### src/rtl/serial_101_framer_if.sv
// -----------------------------------------------------------------------------
// serial_101_framer_if
//
// Word handshake between a producer and serial_101_framer.
//
//   data  : WIDTH-bit word offered by the producer
//   valid : producer has a word on data
//   ready : framer can accept a word this cycle
//
// Modports:
//   master : producer side (drives data/valid, observes ready)
//   slave  : framer side   (observes data/valid, drives ready)
// -----------------------------------------------------------------------------
interface serial_101_framer_if #(
  parameter int WIDTH = 8
);
  logic [WIDTH-1:0] data;
  logic             valid;
  logic             ready;

  modport master (
    output data,
    output valid,
    input  ready
  );

  modport slave (
    input  data,
    input  valid,
    output ready
  );
endinterface

### src/rtl/serial_101_framer.sv
// -----------------------------------------------------------------------------
// serial_101_framer
//
// Parallel-to-serial transmitter feeding the single-bit line of a downstream
// 101 sequence detector. One WIDTH-bit word is accepted per valid/ready
// handshake and sent MSB first, one bit per clock.
//
// Optional framing, selected by the macro SERIAL_101_FRAMER_PREAMBLE_EN:
//   defined   : frame = 1,0,1 marker + WIDTH data bits + 0,0 guard
//   undefined : frame = WIDTH data bits only
//
// Ports:
//   clk        : sole clock, rising edge
//   reset      : synchronous, active-high, overrides every other input
//   bus        : serial_101_framer_if.slave (data, valid in; ready out)
//                ready is high exactly when the framer is idle
//   a          : registered serial output line
//   busy       : high whenever a frame is in progress
//   frame_done : one-cycle pulse together with the last bit of a frame
//   frame_cnt  : number of completed frames, wraps 255 -> 0
//
// Parameter:
//   WIDTH      : data word width, 2..32
// -----------------------------------------------------------------------------
module serial_101_framer #(
  parameter int WIDTH = 8
) (
  input  logic                 clk,
  input  logic                 reset,
  serial_101_framer_if.slave   bus,
  output logic                 a,
  output logic                 busy,
  output logic                 frame_done,
  output logic [7:0]           frame_cnt
);

  // Index of the last data bit within the DATA state.
  localparam logic [4:0] LAST_IDX = 5'(WIDTH - 1);

`ifdef SERIAL_101_FRAMER_PREAMBLE_EN
  typedef enum logic [1:0] {
    S_IDLE  = 2'd0,
    S_PRE   = 2'd1,
    S_DATA  = 2'd2,
    S_GUARD = 2'd3
  } state_t;
`else
  // Without framing only the idle and data phases exist.
  typedef enum logic [0:0] {
    S_IDLE = 1'b0,
    S_DATA = 1'b1
  } state_t;

  // Data index that precedes the LSB; frame_done is raised when leaving it.
  localparam logic [4:0] PENULT_IDX = 5'(WIDTH - 2);
`endif

  state_t           state_q, state_d;
  logic [4:0]       idx_q,   idx_d;
  logic [WIDTH-1:0] shift_q, shift_d;
  logic             a_q,     a_d;
  logic             fd_q,    fd_d;
  logic [7:0]       cnt_q,   cnt_d;

  // ---------------------------------------------------------------------------
  // State register
  // ---------------------------------------------------------------------------
  always_ff @(posedge clk) begin
    if (reset) begin
      state_q <= S_IDLE;
      idx_q   <= '0;
      shift_q <= '0;
      a_q     <= 1'b0;
      fd_q    <= 1'b0;
      cnt_q   <= '0;
    end else begin
      state_q <= state_d;
      idx_q   <= idx_d;
      shift_q <= shift_d;
      a_q     <= a_d;
      fd_q    <= fd_d;
      cnt_q   <= cnt_d;
    end
  end

  // ---------------------------------------------------------------------------
  // Next-state and next-output logic
  //
  // The line is registered, so a_d is always the bit that belongs to the
  // state being entered. shift_q holds the data bits not yet placed on the
  // line; its MSB is the next data bit to send.
  // ---------------------------------------------------------------------------
  always_comb begin
    state_d = state_q;
    idx_d   = idx_q;
    shift_d = shift_q;
    a_d     = 1'b0;
    fd_d    = 1'b0;
    cnt_d   = cnt_q;

    case (state_q)
      S_IDLE: begin
        // ready is implied by being in IDLE
        if (bus.valid) begin
          idx_d = '0;
`ifdef SERIAL_101_FRAMER_PREAMBLE_EN
          // First marker bit goes out now; the word waits in the shifter.
          state_d = S_PRE;
          shift_d = bus.data;
          a_d     = 1'b1;
`else
          // MSB goes out immediately; keep the remaining bits.
          state_d = S_DATA;
          shift_d = {bus.data[WIDTH-2:0], 1'b0};
          a_d     = bus.data[WIDTH-1];
`endif
        end
      end

`ifdef SERIAL_101_FRAMER_PREAMBLE_EN
      S_PRE: begin
        if (idx_q == 5'd2) begin
          // Marker complete: place the data MSB on the line.
          state_d = S_DATA;
          idx_d   = '0;
          a_d     = shift_q[WIDTH-1];
          shift_d = {shift_q[WIDTH-2:0], 1'b0};
        end else begin
          // Marker positions 1 and 2 carry 0 then 1.
          idx_d = idx_q + 5'd1;
          a_d   = (idx_q == 5'd1);
        end
      end
`endif

      S_DATA: begin
        if (idx_q == LAST_IDX) begin
          idx_d = '0;
`ifdef SERIAL_101_FRAMER_PREAMBLE_EN
          // Guard zeros keep a data tail of 1,0 from forming a 101 with
          // the next frame's marker.
          state_d = S_GUARD;
`else
          state_d = S_IDLE;
          cnt_d   = cnt_q + 8'd1;
`endif
        end else begin
          idx_d   = idx_q + 5'd1;
          a_d     = shift_q[WIDTH-1];
          shift_d = {shift_q[WIDTH-2:0], 1'b0};
`ifndef SERIAL_101_FRAMER_PREAMBLE_EN
          // The bit being loaded is the LSB, i.e. the last bit of the frame.
          fd_d    = (idx_q == PENULT_IDX);
`endif
        end
      end

`ifdef SERIAL_101_FRAMER_PREAMBLE_EN
      S_GUARD: begin
        if (idx_q == 5'd0) begin
          // Second guard zero is the last bit of the frame.
          idx_d = 5'd1;
          fd_d  = 1'b1;
        end else begin
          state_d = S_IDLE;
          idx_d   = '0;
          cnt_d   = cnt_q + 8'd1;
        end
      end
`endif

      default: begin
        state_d = S_IDLE;
        idx_d   = '0;
        shift_d = '0;
      end
    endcase
  end

  // ---------------------------------------------------------------------------
  // Outputs: all derived from registers, no path from valid.
  // ---------------------------------------------------------------------------
  assign bus.ready  = (state_q == S_IDLE);
  assign busy       = (state_q != S_IDLE);
  assign a          = a_q;
  assign frame_done = fd_q;
  assign frame_cnt  = cnt_q;

endmodule

### src/flat_wrapper.sv
// flat-port wrapper written by rule: the top's interface ports become plain ports
module serial_101_framer_flat 
#(
  parameter int WIDTH = 8
)
  (clk, reset, a, busy, frame_done, frame_cnt, bus_data, bus_valid, bus_ready);
  serial_101_framer_if #(.WIDTH(WIDTH)) bus_i ();
  input  logic clk;
  input  logic reset;
  output logic a;
  output logic busy;
  output logic frame_done;
  output logic [7:0] frame_cnt;
  input wire logic [$bits(bus_i.data)-1:0] bus_data;
  input wire logic [$bits(bus_i.valid)-1:0] bus_valid;
  output wire logic [$bits(bus_i.ready)-1:0] bus_ready;
  assign bus_i.data = bus_data;
  assign bus_i.valid = bus_valid;
  assign bus_ready = bus_i.ready;
  serial_101_framer #(.WIDTH(WIDTH)) u_core (.clk(clk), .reset(reset), .bus(bus_i), .a(a), .busy(busy), .frame_done(frame_done), .frame_cnt(frame_cnt));
endmodule
### config.mk
export PLATFORM = sky130hd
export DESIGN_NAME = serial_101_framer_flat
export DESIGN_NICKNAME = d
export VERILOG_FILES = /design/src/rtl/serial_101_framer_if.sv /design/src/rtl/serial_101_framer.sv /design/src/flat_wrapper.sv
export SDC_FILE = /design/constraint.sdc
export NUM_CORES = 1
export LEC_CHECK = 0
export ABC_AREA = 1
export ABC_CLOCK_PERIOD_IN_PS = 1500
export BUFFER_PORTS_ARGS = -buffer_cell sky130_fd_sc_hd__buf_4
export CORE_UTILIZATION = 26
export DETAILED_ROUTE_END_ITERATION = 8
export GPL_TIMING_DRIVEN = 1
export SYNTH_ARGS = -nofsm -noshare
export SYNTH_HDL_FRONTEND = slang
export SYNTH_SLANG_ARGS = --single-unit
### constraint.sdc
create_clock -name clk -period 1.5 [get_ports clk]
set_input_delay 0.075 -clock clk [delete_from_list [all_inputs] [get_ports clk]]
set_output_delay 0.075 -clock clk [all_outputs]
set_load 0.03 [all_outputs]
# Word-level counts from Yosys, hierarchy flattened
# Cells that the tools add are included.
# Widths: inputs -> output; s select.
# op_classes
addsub,2
n_eq_ne,4
n_mux,12
bitwise,1
reduce_logical,3
# ops
cell,count
$mux 8,2
$pmux 8 s2,1
$eq 5x3->1 const B,2
$mux 5,2
$pmux 5 s2,1
$add 8x1->8 const B,1
$add 5x1->5 const B,1
$mux 1,4
$ne 2x2->1 const B,2
$pmux 1 s2,2
$reduce_and 2->1,2
$reduce_or 3->1,1
$not 1->1,1
# totals
register_bits,24
inputBits,11
output_inout_bits,12
word_cells,28

# Depth between registers and ports, before layout
# Gate-level depths: netlist (run 1).
# depth
depth_word,3
depth_mapped,8
ltp_nobuf,8

# Worst setup path after synthesis (run 1)
# Ideal clock, no wire load.
# synth_timing
path_type,reg-to-reg
startpoint,"register u_core.cnt_q[0], in the netlist u_core.frame_cnt[0]"
endpoint,"register u_core.cnt_q[6], in the netlist u_core.frame_cnt[6]"
setup_time_ns,0.110
arrival_ns,1.226
required_time_ns,1.390
setup_slack_ns,0.164
stages_incl_launch_ff,7
n_path_buf,0
period_less_slack_ns,1.336
path_cell_list,dfxtp_1 -> ha_1 -> nand3_1 -> nor2_4 -> nand3_1 -> nand2_1 -> nor2_1
# synth_between
elab_chain_cells,1
# synth_lines
element,line_no,source
"start, declared",serial_101_framer.sv:63,"logic [7:0] cnt_q, cnt_d;"
"start signal, assigned",serial_101_framer.sv:82,cnt_q <= cnt_d;
$add 8x1->8,serial_101_framer.sv:145,cnt_d = cnt_q + 8'd1;
# No other way between the ends.
# A chain may end at the register's enable or synchronous reset.

# Worst setup path in the final report (run 1)
# layout_timing
startpoint,register u_core.idx_q[0]
endpoint,register u_core.shift_q[7]
# layout_between
elab_chain_cells,3
# layout_lines
element,line_no,source
"start, declared",serial_101_framer.sv:59,"logic [4:0] idx_q, idx_d;"
"start signal, assigned",serial_101_framer.sv:78,idx_q <= idx_d;
$eq 5x3->1,serial_101_framer.sv:137,if (idx_q == LAST_IDX) begin
$ne 2x2->1 (no source line),-,
$reduce_and 2->1 (no source line),-,
"end signal, assigned",serial_101_framer.sv:79,shift_q <= shift_d;
"end, declared",serial_101_framer.sv:60,"logic [WIDTH-1:0] shift_q, shift_d;"
# No other way between the ends.

==> results of run 1 <==
==> critical path, cell delays in order, from the launching register on <==
cell and delay, ns:
dfxtp_1 0.37, ha_1 0.22, nand2_2 0.08, clkinv_2 0.08, nand3_4 0.17, nand2_8 0.16
inv_4 0.07, nor2_2 0.08, nor2_1 0.04
==> sequential cells by signal, summed over array words and instances (netlist names) <==
name	flops
u_core.busy	1
u_core.shift_q	7
u_core.frame_cnt	8
u_core.a	1
u_core.frame_done	1
u_core.idx_q	5
==> cell families (layout without fill, tap and decap cells) <==
logic type	count (synthesis)	in the layout	synth area share, %
simple gates	93	93	39.1
fa+ha+maj	3	3	3.32
compound gates	18	18	8.51
buf+inv	20	44	7.62
xor+xnor	1	1	0.774
flops	23	23	40.7
==> stage by stage <==
step	hold WS, ns	total power [mW]
2_1_floorplan	0.222	0.759
3_3_place_gp	0.327	0.807
3_5_place_dp	0.329	0.808
4_1_cts	0.0472	1.19
5_1_grt	0.0480	1.24
6_report	0.0493	1.18
==> area by class of cell <==
| type | count | area (µm²) | area share (%) |
|---|---|---|---|
| Multi-Input combinational cell | 115 | 586 | 41.9 |
| Sequential cell | 23 | 460 | 32.9 |
| Timing Repair Buffer | 24 | 180 | 12.9 |
| Inverter | 16 | 63.8 | 4.56 |
| Tap cell | 50 | 62.6 | 4.47 |
| Clock buffer | 3 | 41.3 | 2.95 |
| Clock inverter | 1 | 5.00 | 0.358 |
==> report_power, final <==
part / switching (mW) / leakage (nW) / internal, mW / total [mW]
Sequential: 0.0195 / 0.188 / 0.633 / 0.652
Combinational: 0.0821 / 0.414 / 0.0581 / 0.140
Clock: 0.199 / 0.0255 / 0.185 / 0.385
Total: 0.301 / 0.627 / 0.876 / 1.18
==> how the worst max path moves through the flow <==
stage / endpoint / slack, ns / from
2_1_floorplan: u_core.frame_cnt[6] / 0.16 / u_core.frame_cnt[0]
3_3_place_gp: u_core.frame_cnt[7] / 0.18 / u_core.idx_q[0]
3_5_place_dp: u_core.shift_q[7] / 0.14 / u_core.idx_q[0]
4_1_cts: u_core.shift_q[7] / 0.13 / u_core.idx_q[0]
5_1_grt: u_core.shift_q[7] / 0.04 / u_core.idx_q[0]
6_report: u_core.shift_q[7] / 0.13 / u_core.idx_q[0]
==> cells in the mapped netlist <==
| library cell | count |
|---|---|
| o21ai_1 | 7 |
| nor2_4 | 1 |
| and3_1 | 1 |
| nand3_4 | 1 |
| dfxtp_1 | 23 |
| nor4_1 | 1 |
| buf_2 | 3 |
| or2_1 | 1 |
| ha_1 | 3 |
| a21oi_1 | 8 |
| clkinv_2 | 1 |
| o21ai_0 | 1 |
| xor2_1 | 1 |
| buf_4 | 1 |
| nand2_8 | 1 |
| nor3_1 | 2 |
| nand2_2 | 2 |
| inv_2 | 4 |
| a211oi_1 | 1 |
| nand4_1 | 3 |
| a21oi_2 | 1 |
| inv_4 | 1 |
| nor2_1 | 20 |
| inv_1 | 10 |
| nand3_1 | 9 |
| nor2_2 | 9 |
| nand2_1 | 42 |
==> per-layer routing <==
layer | GRT usage, % | routed length, µm | up-vias
met2 | 18.0 | 1030 | 18
li1 | - | - | 556
met1 | 14.8 | 1170 | 449
met3 | 3.50 | 94 | 4
met4 | 2.34 | 14 | 0
met5 | 0 | 0 | -
==> impl_metrics.py, run 1 <==
metrics = {
    "timing": {
        "finalHoldViolations": 0,
        "grt_setup_unrepaired": "no",
        "tightestPinTransition_ns": 0.437,
        "slew_viol_final": 0,
        "period_minus_slack_ns": 1.37,
        "clock_skew_ns": 0.0108,
        "finalCritPeriodShare_pct": 91.3,
        "tns_ns": 0,
        "setup_slack_ns": 0.130,
        "finalSetupViolations": 0,
        "clock.fmax_ghz": 0.730,
        "slew_headroom_pct": 70.8,
    },
    "clock_network": {
        "cts_tree": "yes",
        "cts_resized": 0,
        "ctsHtreeMaxLevel": 1,
        "postCtsSetupBuffers": 0,
        "clock_latency_ns": 0.27,
        "clk_path_buf_depth": 2,
        "clk_pin_slew_ns": 0.07,
        "cts_buffers": 3,
        "cts-hold-fix-buffers": 0,
        "cts-root-buf": "clkbuf_8",
        "cts_num_sinks": 23,
    },
    "floorplanning": {
        "fp-row-count": 23,
        "die_area_um2": 4620,
        "core_um2": 4090,
        "chipHeight_um": 68.0,
        "die_w_um": 68.0,
        "ios": 23,
        "initial_core_util_pct": 27.7,
    },
    "outcome": {
        "outcome": "finished clean",
    },
    "synthesis": {
        "ys_seq_area_share_pct": 40.7,
        "synth.distinct_cells": 27,
        "syn_area_um2": 1130,
        "synth_area_leaders": "dfxtp_1 41%, nand2_1 14%, nor2_1 6.6%",
        "ys_ff_latch": 23,
        "synth_nets": 172,
        "postSynthCellCount": 158,
        "ys_warn_count": 0,
        "synth.top_cell.area_share_pct": 40.7,
        "avgSynthCellArea_um2": 7.17,
        "yosys.area.top_type": "dfxtp_1",
    },
    "detailed_routing": {
        "ant_nets": 0,
        "vias": 1027,
        "vias_per_cell": 4.43,
        "drc": 0,
        "wl_per_cell_um": 9.96,
        "drt_first_pass_iters": 4,
        "drt-total-wl_mm": 2.31,
        "dr.first_iter.drc_count": 51,
    },
    "global_routing": {
        "antenna_found_initial": 0,
        "grt_pass1_wl_mm": 3.95,
        "track_usage_pct": 11.3,
        "grt_pass1_vias": 903,
        "grt-ovfl-total": 0,
        "grt_max_degree": 15,
    },
    "worst_setup_path": {
        "worstPathArrival_ns": 1.53,
        "start_kind": "flop",
        "reg2reg_to": "u_core.shift_q[7]",
        "crit_required_ns": 1.66,
        "reg2reg_setup_slack_ns": 0.13,
        "crit-reg2reg-launch": "u_core.idx_q[0]",
        "reg2reg_depth": 8,
        "path_max_fanout": 9,
        "end_kind": "flop",
        "critical_path_class": "flop to flop",
    },
    "finish": {
        "fin_util_pct": 34.2,
        "drive_above_1_share_pct": 26.9,
        "fin_nets": 197,
        "final_cell_mix": "42 x nand2_1, 24 x buf_4, 23 x dfxtp_1",
        "final_common_cell": "nand2_1",
        "num-fill-cells": 462,
        "stdcell_area_um2": 1400,
        "num_antenna_cells": 0,
        "syn2layout_area_growth_pct": 23.5,
        "instances_no_fill": 232,
    },
    "min_path": {
        "hold_path.startpoint": "reset",
        "min_path_type": "primary input to flop",
        "min_path_cells": 2,
        "min_to": "u_core.shift_q[1]",
    },
    "placement": {
        "io_buffers": 22,
        "dpl_cell_area_um2": 1350,
        "place.gp.congestion": 0.832,
        "place_hpwl_mm": 1.74,
        "dp.cells": 228,
        "post-place-ws_ns": 0.137,
    },
    "power": {
        "peakVddDrop_v": 0.000585,
        "p_leak_nw": 0.627,
        "power.density_nw_per_um2": 841,
    },
    "job": {
        "drv_cap": 0,
    },
}
Power figures use the tool's default switching activity.
==> run 2, diff against run 1 <==
Settings changed: CORE_ASPECT_RATIO from default to 0.9.
==> run 2 against run 1 <==
Compared with the run above:
- sequential share of layout area decreased by 0.26 points
- via count decreased by 2.8%
- flip-flop and latch count unchanged
- non-clock buffer count increased by 2
- clock power increased by 1%
==> impl_metrics.py, run 2 (synthesized netlist as in run 1, its figures left out) <==
metrics = {
    "outcome": {
        "outcome": "finished clean",
    },
    "worst_setup_path": {
        "cp_top_family": "simple AND/OR/NAND/NOR gates",
        "critPathSlowestCell": "dfxtp_1",
        "crit_required_ns": 1.66,
        "crit-reg2reg-launch": "u_core.idx_q[0]",
        "critical_path_class": "flop to flop",
        "path_max_fanout": 9,
        "reg2reg_setup_slack_ns": 0.13,
        "cpPeakStageDelay_ns": 0.39,
        "cp_cell_sequence": "ha_1, nand2_2, clkinv_2, nand3_4, nand2_8, inv_4, nor2_2, nor2_1",
        "worstPathArrival_ns": 1.54,
        "reg2reg_depth": 8,
        "end_kind": "flop",
        "crit_buf_inv": 2,
        "start_kind": "flop",
        "reg2reg_to": "u_core.shift_q[2]",
    },
    "timing": {
        "finalCritPeriodShare_pct": 91.5,
        "finalHoldViolations": 0,
        "period_minus_slack_ns": 1.37,
        "finalSetupViolations": 0,
        "tns_ns": 0,
        "slew_headroom_pct": 71.1,
        "tightestPinTransition_ns": 0.433,
        "slew_viol_final": 0,
        "clock.fmax_ghz": 0.728,
        "clock_skew_ns": 0.00391,
        "holdWs_ns": 0.0463,
        "grt_setup_unrepaired": "no",
    },
    "floorplanning": {
        "core_um2": 4130,
        "initial_core_util_pct": 27.4,
        "die_area_um2": 4620,
        "die_w_um": 71.6,
        "chipHeight_um": 64.6,
        "ios": 23,
        "fp-row-count": 22,
    },
    "placement": {
        "io_buffers": 22,
        "place.gp.congestion": 0.762,
        "place_hpwl_mm": 1.71,
        "dp.cells": 228,
    },
    "finish": {
        "final_common_cell": "nand2_1",
        "drive_above_1_share_pct": 27.2,
        "final_cell_mix": "42 x nand2_1, 26 x buf_4, 23 x dfxtp_1",
        "multiInputGateArea_um2": 586,
        "largest_reg_flops": 8,
        "instances_no_fill": 232,
        "fin_util_pct": 34.2,
        "num_antenna_cells": 0,
        "num-fill-cells": 450,
        "regArea_um2": 460,
        "syn2layout_area_growth_pct": 24.5,
        "fin_nets": 199,
    },
    "clock_network": {
        "clk_path_buf_depth": 2,
        "cts_tree": "yes",
        "cts-hold-fix-buffers": 0,
        "clock_latency_ns": 0.26,
        "postCtsSetupBuffers": 0,
        "cts_buffers": 3,
        "cts_resized": 0,
        "cts-root-buf": "clkbuf_8",
        "ctsHtreeMaxLevel": 1,
        "cts_num_sinks": 23,
        "clk_pin_slew_ns": 0.08,
    },
    "power": {
        "peakVddDrop_v": 0.000385,
        "power.density_nw_per_um2": 841,
        "p_leak_nw": 0.635,
    },
    "global_routing": {
        "grt-ovfl-total": 0,
        "antenna_found_initial": 0,
        "grt_max_degree": 15,
        "grt_pass1_vias": 880,
        "grt_pass1_wl_mm": 3.91,
        "track_usage_pct": 10.8,
    },
    "min_path": {
        "min_path_type": "primary input to flop",
        "min_path_cells": 2,
        "hold_path.startpoint": "reset",
        "min_to": "u_core.shift_q[1]",
    },
    "detailed_routing": {
        "dr.first_iter.drc_count": 40,
        "drt_first_pass_iters": 4,
        "vias": 998,
        "wl_per_cell_um": 9.71,
        "vias_per_cell": 4.30,
        "drc": 0,
        "drt-total-wl_mm": 2.25,
        "ant_nets": 0,
    },
    "job": {
        "drv_cap": 0,
    },
}
## run 2: cell count changes in the layout (fill, tap and decap cells not counted), sizes merged
| cell | delta |
|---|---|
| buf | +2 |
| clkbuf | +1 |
| clkinv | -1 |
## run 2: how the worst max path moves through the flow
stage	from	to	cells past startpoint
2_1_floorplan	u_core.frame_cnt[0]	u_core.frame_cnt[6]	6
3_3_place_gp	u_core.idx_q[0]	u_core.shift_q[2]	8
3_5_place_dp	u_core.idx_q[0]	u_core.shift_q[2]	8
4_1_cts	u_core.idx_q[0]	u_core.shift_q[2]	8
5_1_grt	u_core.idx_q[0]	u_core.shift_q[6]	8
6_report	u_core.idx_q[0]	u_core.shift_q[2]	8
## run 2: per-layer routing
| layer | vias up | part of all wire, % | global-route usage [%] |
|---|---|---|---|
| met3 | 2 | 5.2 | 3.73 |
| met2 | 25 | 40 | 16.2 |
| met4 | 0 | 0.36 | 2.21 |
| met5 | - | 0 | 0 |
| met1 | 418 | 54 | 14.9 |
| li1 | 553 | - | - |
## run 2: metrics by stage
step / area (µm²) / power [mW] / setup slack, ns
2_1_floorplan: 1130 / 0.759 / 0.164
4_1_cts: 1410 / 1.21 / 0.127
3_3_place_gp: 1370 / 0.812 / 0.183
6_report: 1410 / 1.19 / 0.127
5_1_grt: 1410 / 1.26 / 0.0116
3_5_place_dp: 1370 / 0.812 / 0.138
## run 2: power breakdown
part | total [mW] | switching (mW) | internal [mW] | leakage [nW]
clock network | 0.389 | 0.200 | 0.190 | 0.0228
registers | 0.651 | 0.0186 | 0.632 | 0.188
logic | 0.145 | 0.0828 | 0.0625 | 0.424
total | 1.19 | 0.301 | 0.885 | 0.635
## run 2: cell type report
class	count	share of cell area, %
Inverter	16	4.53
Sequential cell	23	32.7
Clock buffer	4	3.19
Tap cell	48	4.26
Timing Repair Buffer	26	13.8
Multi-Input combinational cell	115	41.5
## run 2: worst reg2reg max path: stages (launching register included)
cell      delay (ns)
dfxtp_1         0.39
ha_1            0.22
nand2_2         0.08
clkinv_2        0.08
nand3_4         0.17
nand2_8         0.16
inv_4           0.07
nor2_2          0.07
nor2_1          0.04
==> run 3, diff against run 2 <==
Settings changed: BUFFER_PORTS_ARGS -buffer_cell sky130_fd_sc_hd__buf_4 to -buffer_cell sky130_fd_sc_hd__buf_2, GPL_ROUTABILITY_DRIVEN from default to 0.
==> run 3 against run 2 <==
Compared with the run above:
- die area stayed put
- maximum frequency up 0.63%
- worst setup slack gained 0.0085 ns
- via count rose by 3.0%
- count of clock-buffer cells in the layout unchanged
- critical path depth did not move
- register-to-register slack barely moved
- global-route usage up 0.55 points
- flip-flop and latch count stayed put
- critical path type unchanged
- critical endpoint is now u_core.frame_cnt[7]
- largest power group unchanged
==> impl_metrics.py, run 3 (synthesized netlist as in run 1, its figures left out) <==
metrics = {
    "outcome": {
        "outcome": "finished clean",
    },
    "worst_setup_path": {
        "critPathSlowestCell": "dfxtp_1",
        "worstPathArrival_ns": 1.53,
        "cpPeakStageDelay_ns": 0.39,
        "critical_path_class": "flop to flop",
        "cp_cell_sequence": "ha_1, nand2_2, clkinv_2, nand3_4, nor2_2, nand3_1, nand2_1, nor2_1",
        "reg2reg_depth": 8,
        "path_max_fanout": 5,
        "end_kind": "flop",
        "start_kind": "flop",
        "crit_required_ns": 1.67,
    },
    "clock_network": {
        "cts-hold-fix-buffers": 0,
        "cts-root-buf": "clkbuf_8",
        "cts_num_sinks": 23,
        "cts_buffers": 3,
        "cts_tree": "yes",
        "clk_path_buf_depth": 2,
        "clk_pin_slew_ns": 0.08,
        "clock_latency_ns": 0.26,
        "ctsHtreeMaxLevel": 1,
        "postCtsSetupBuffers": 0,
        "cts_resized": 0,
    },
    "detailed_routing": {
        "drt_first_pass_iters": 6,
        "vias": 1028,
        "wl_per_cell_um": 10.2,
        "ant_nets": 0,
        "dr.first_iter.drc_count": 51,
        "drc": 0,
        "vias_per_cell": 4.41,
        "drt-total-wl_mm": 2.39,
    },
    "finish": {
        "num-fill-cells": 463,
        "final_cell_mix": "42 x nand2_1, 23 x dfxtp_1, 22 x buf_2",
        "largest_reg_flops": 8,
        "syn2layout_area_growth_pct": 20.6,
        "fin_nets": 200,
        "num_antenna_cells": 0,
        "instances_no_fill": 233,
        "final_common_cell": "nand2_1",
        "drive_above_1_share_pct": 27.6,
    },
    "timing": {
        "grt_setup_unrepaired": "no",
        "tns_ns": 0,
        "holdWs_ns": 0.0643,
        "slew_headroom_pct": 68.8,
        "finalSetupViolations": 0,
        "finalCritPeriodShare_pct": 91.0,
        "slew_viol_final": 0,
        "period_minus_slack_ns": 1.36,
        "tightestPinTransition_ns": 0.468,
        "finalHoldViolations": 0,
        "clock.fmax_ghz": 0.733,
        "clock_skew_ns": 0.00149,
    },
    "global_routing": {
        "grt-ovfl-total": 0,
        "track_usage_pct": 11.3,
        "antenna_found_initial": 0,
        "grt_pass1_wl_mm": 4.13,
        "grt_max_degree": 15,
        "grt_pass1_vias": 899,
    },
    "power": {
        "power.density_nw_per_um2": 866,
        "peakVddDrop_v": 0.000469,
        "p_leak_nw": 0.626,
    },
    "floorplanning": {
        "fp-row-count": 22,
        "initial_core_util_pct": 27.4,
        "core_um2": 4130,
        "die_area_um2": 4620,
        "chipHeight_um": 64.6,
        "ios": 23,
        "die_w_um": 71.6,
    },
    "min_path": {
        "min_path_cells": 3,
        "min_path_type": "primary input to flop",
    },
    "job": {
        "drv_cap": 0,
    },
    "placement": {
        "io_buffers": 22,
        "dp.cells": 228,
        "place_hpwl_mm": 1.78,
    },
}
## run 3: final timing paths
path	from	to	slack, ns
worst max-delay path	u_core.idx_q[0]	u_core.frame_cnt[7]	0.14
worst min-delay path	bus_data[0]	u_core.shift_q[1]	0.06
worst max register to register	u_core.idx_q[0]	u_core.frame_cnt[7]	0.14
worst min register to register	u_core.shift_q[1]	u_core.shift_q[1]	0.47
## run 3: metrics by stage
stage               utilization, %  setup slack (ns)  cell area [µm²]  power, mW
floorplan                        -             0.164             1130      0.759
global placement              31.7             0.177             1310      0.804
detailed placement            31.7             0.131             1310      0.802
CTS                           32.8             0.115             1360       1.19
global route                  33.1            0.0170             1370       1.24
finish                        33.1             0.136             1370       1.18
## run 3: per-layer routing
| metal | vias to the layer above | wire (µm) | global-route usage [%] |
|---|---|---|---|
| li1 | 560 | - | - |
| met1 | 440 | 1220 | 16.1 |
| met2 | 28 | 1010 | 16.7 |
| met3 | 0 | 150 | 3.73 |
| met4 | 0 | 0 | 2.21 |
| met5 | - | 0 | 0 |
## run 3: layout make-up
class / count / area [µm²] / area share, %
multi-input cells: 116 / 596 / 43.6
flip-flops and latches: 23 / 460 / 33.7
repair buffers: 26 / 140 / 10.3
inverters: 16 / 63.8 / 4.67
well taps: 48 / 60.1 / 4.40
clock buffers: 4 / 45.0 / 3.30
## run 3: worst max-delay path: cells and delay by family, from the launching register on
kind / cells / cell delay (ns)
and+or+nand+nor: 6 / 0.56
DFF: 1 / 0.39
adders and majority gates: 1 / 0.22
buffers and inverters: 1 / 0.10
## run 3: power by group
part / leakage (nW) / switching (mW) / total [mW] / internal (mW)
Combinational: 0.415 / 0.0826 / 0.135 / 0.0523
Sequential: 0.188 / 0.0205 / 0.653 / 0.632
Clock: 0.0228 / 0.204 / 0.394 / 0.190
Total: 0.626 / 0.307 / 1.18 / 0.875
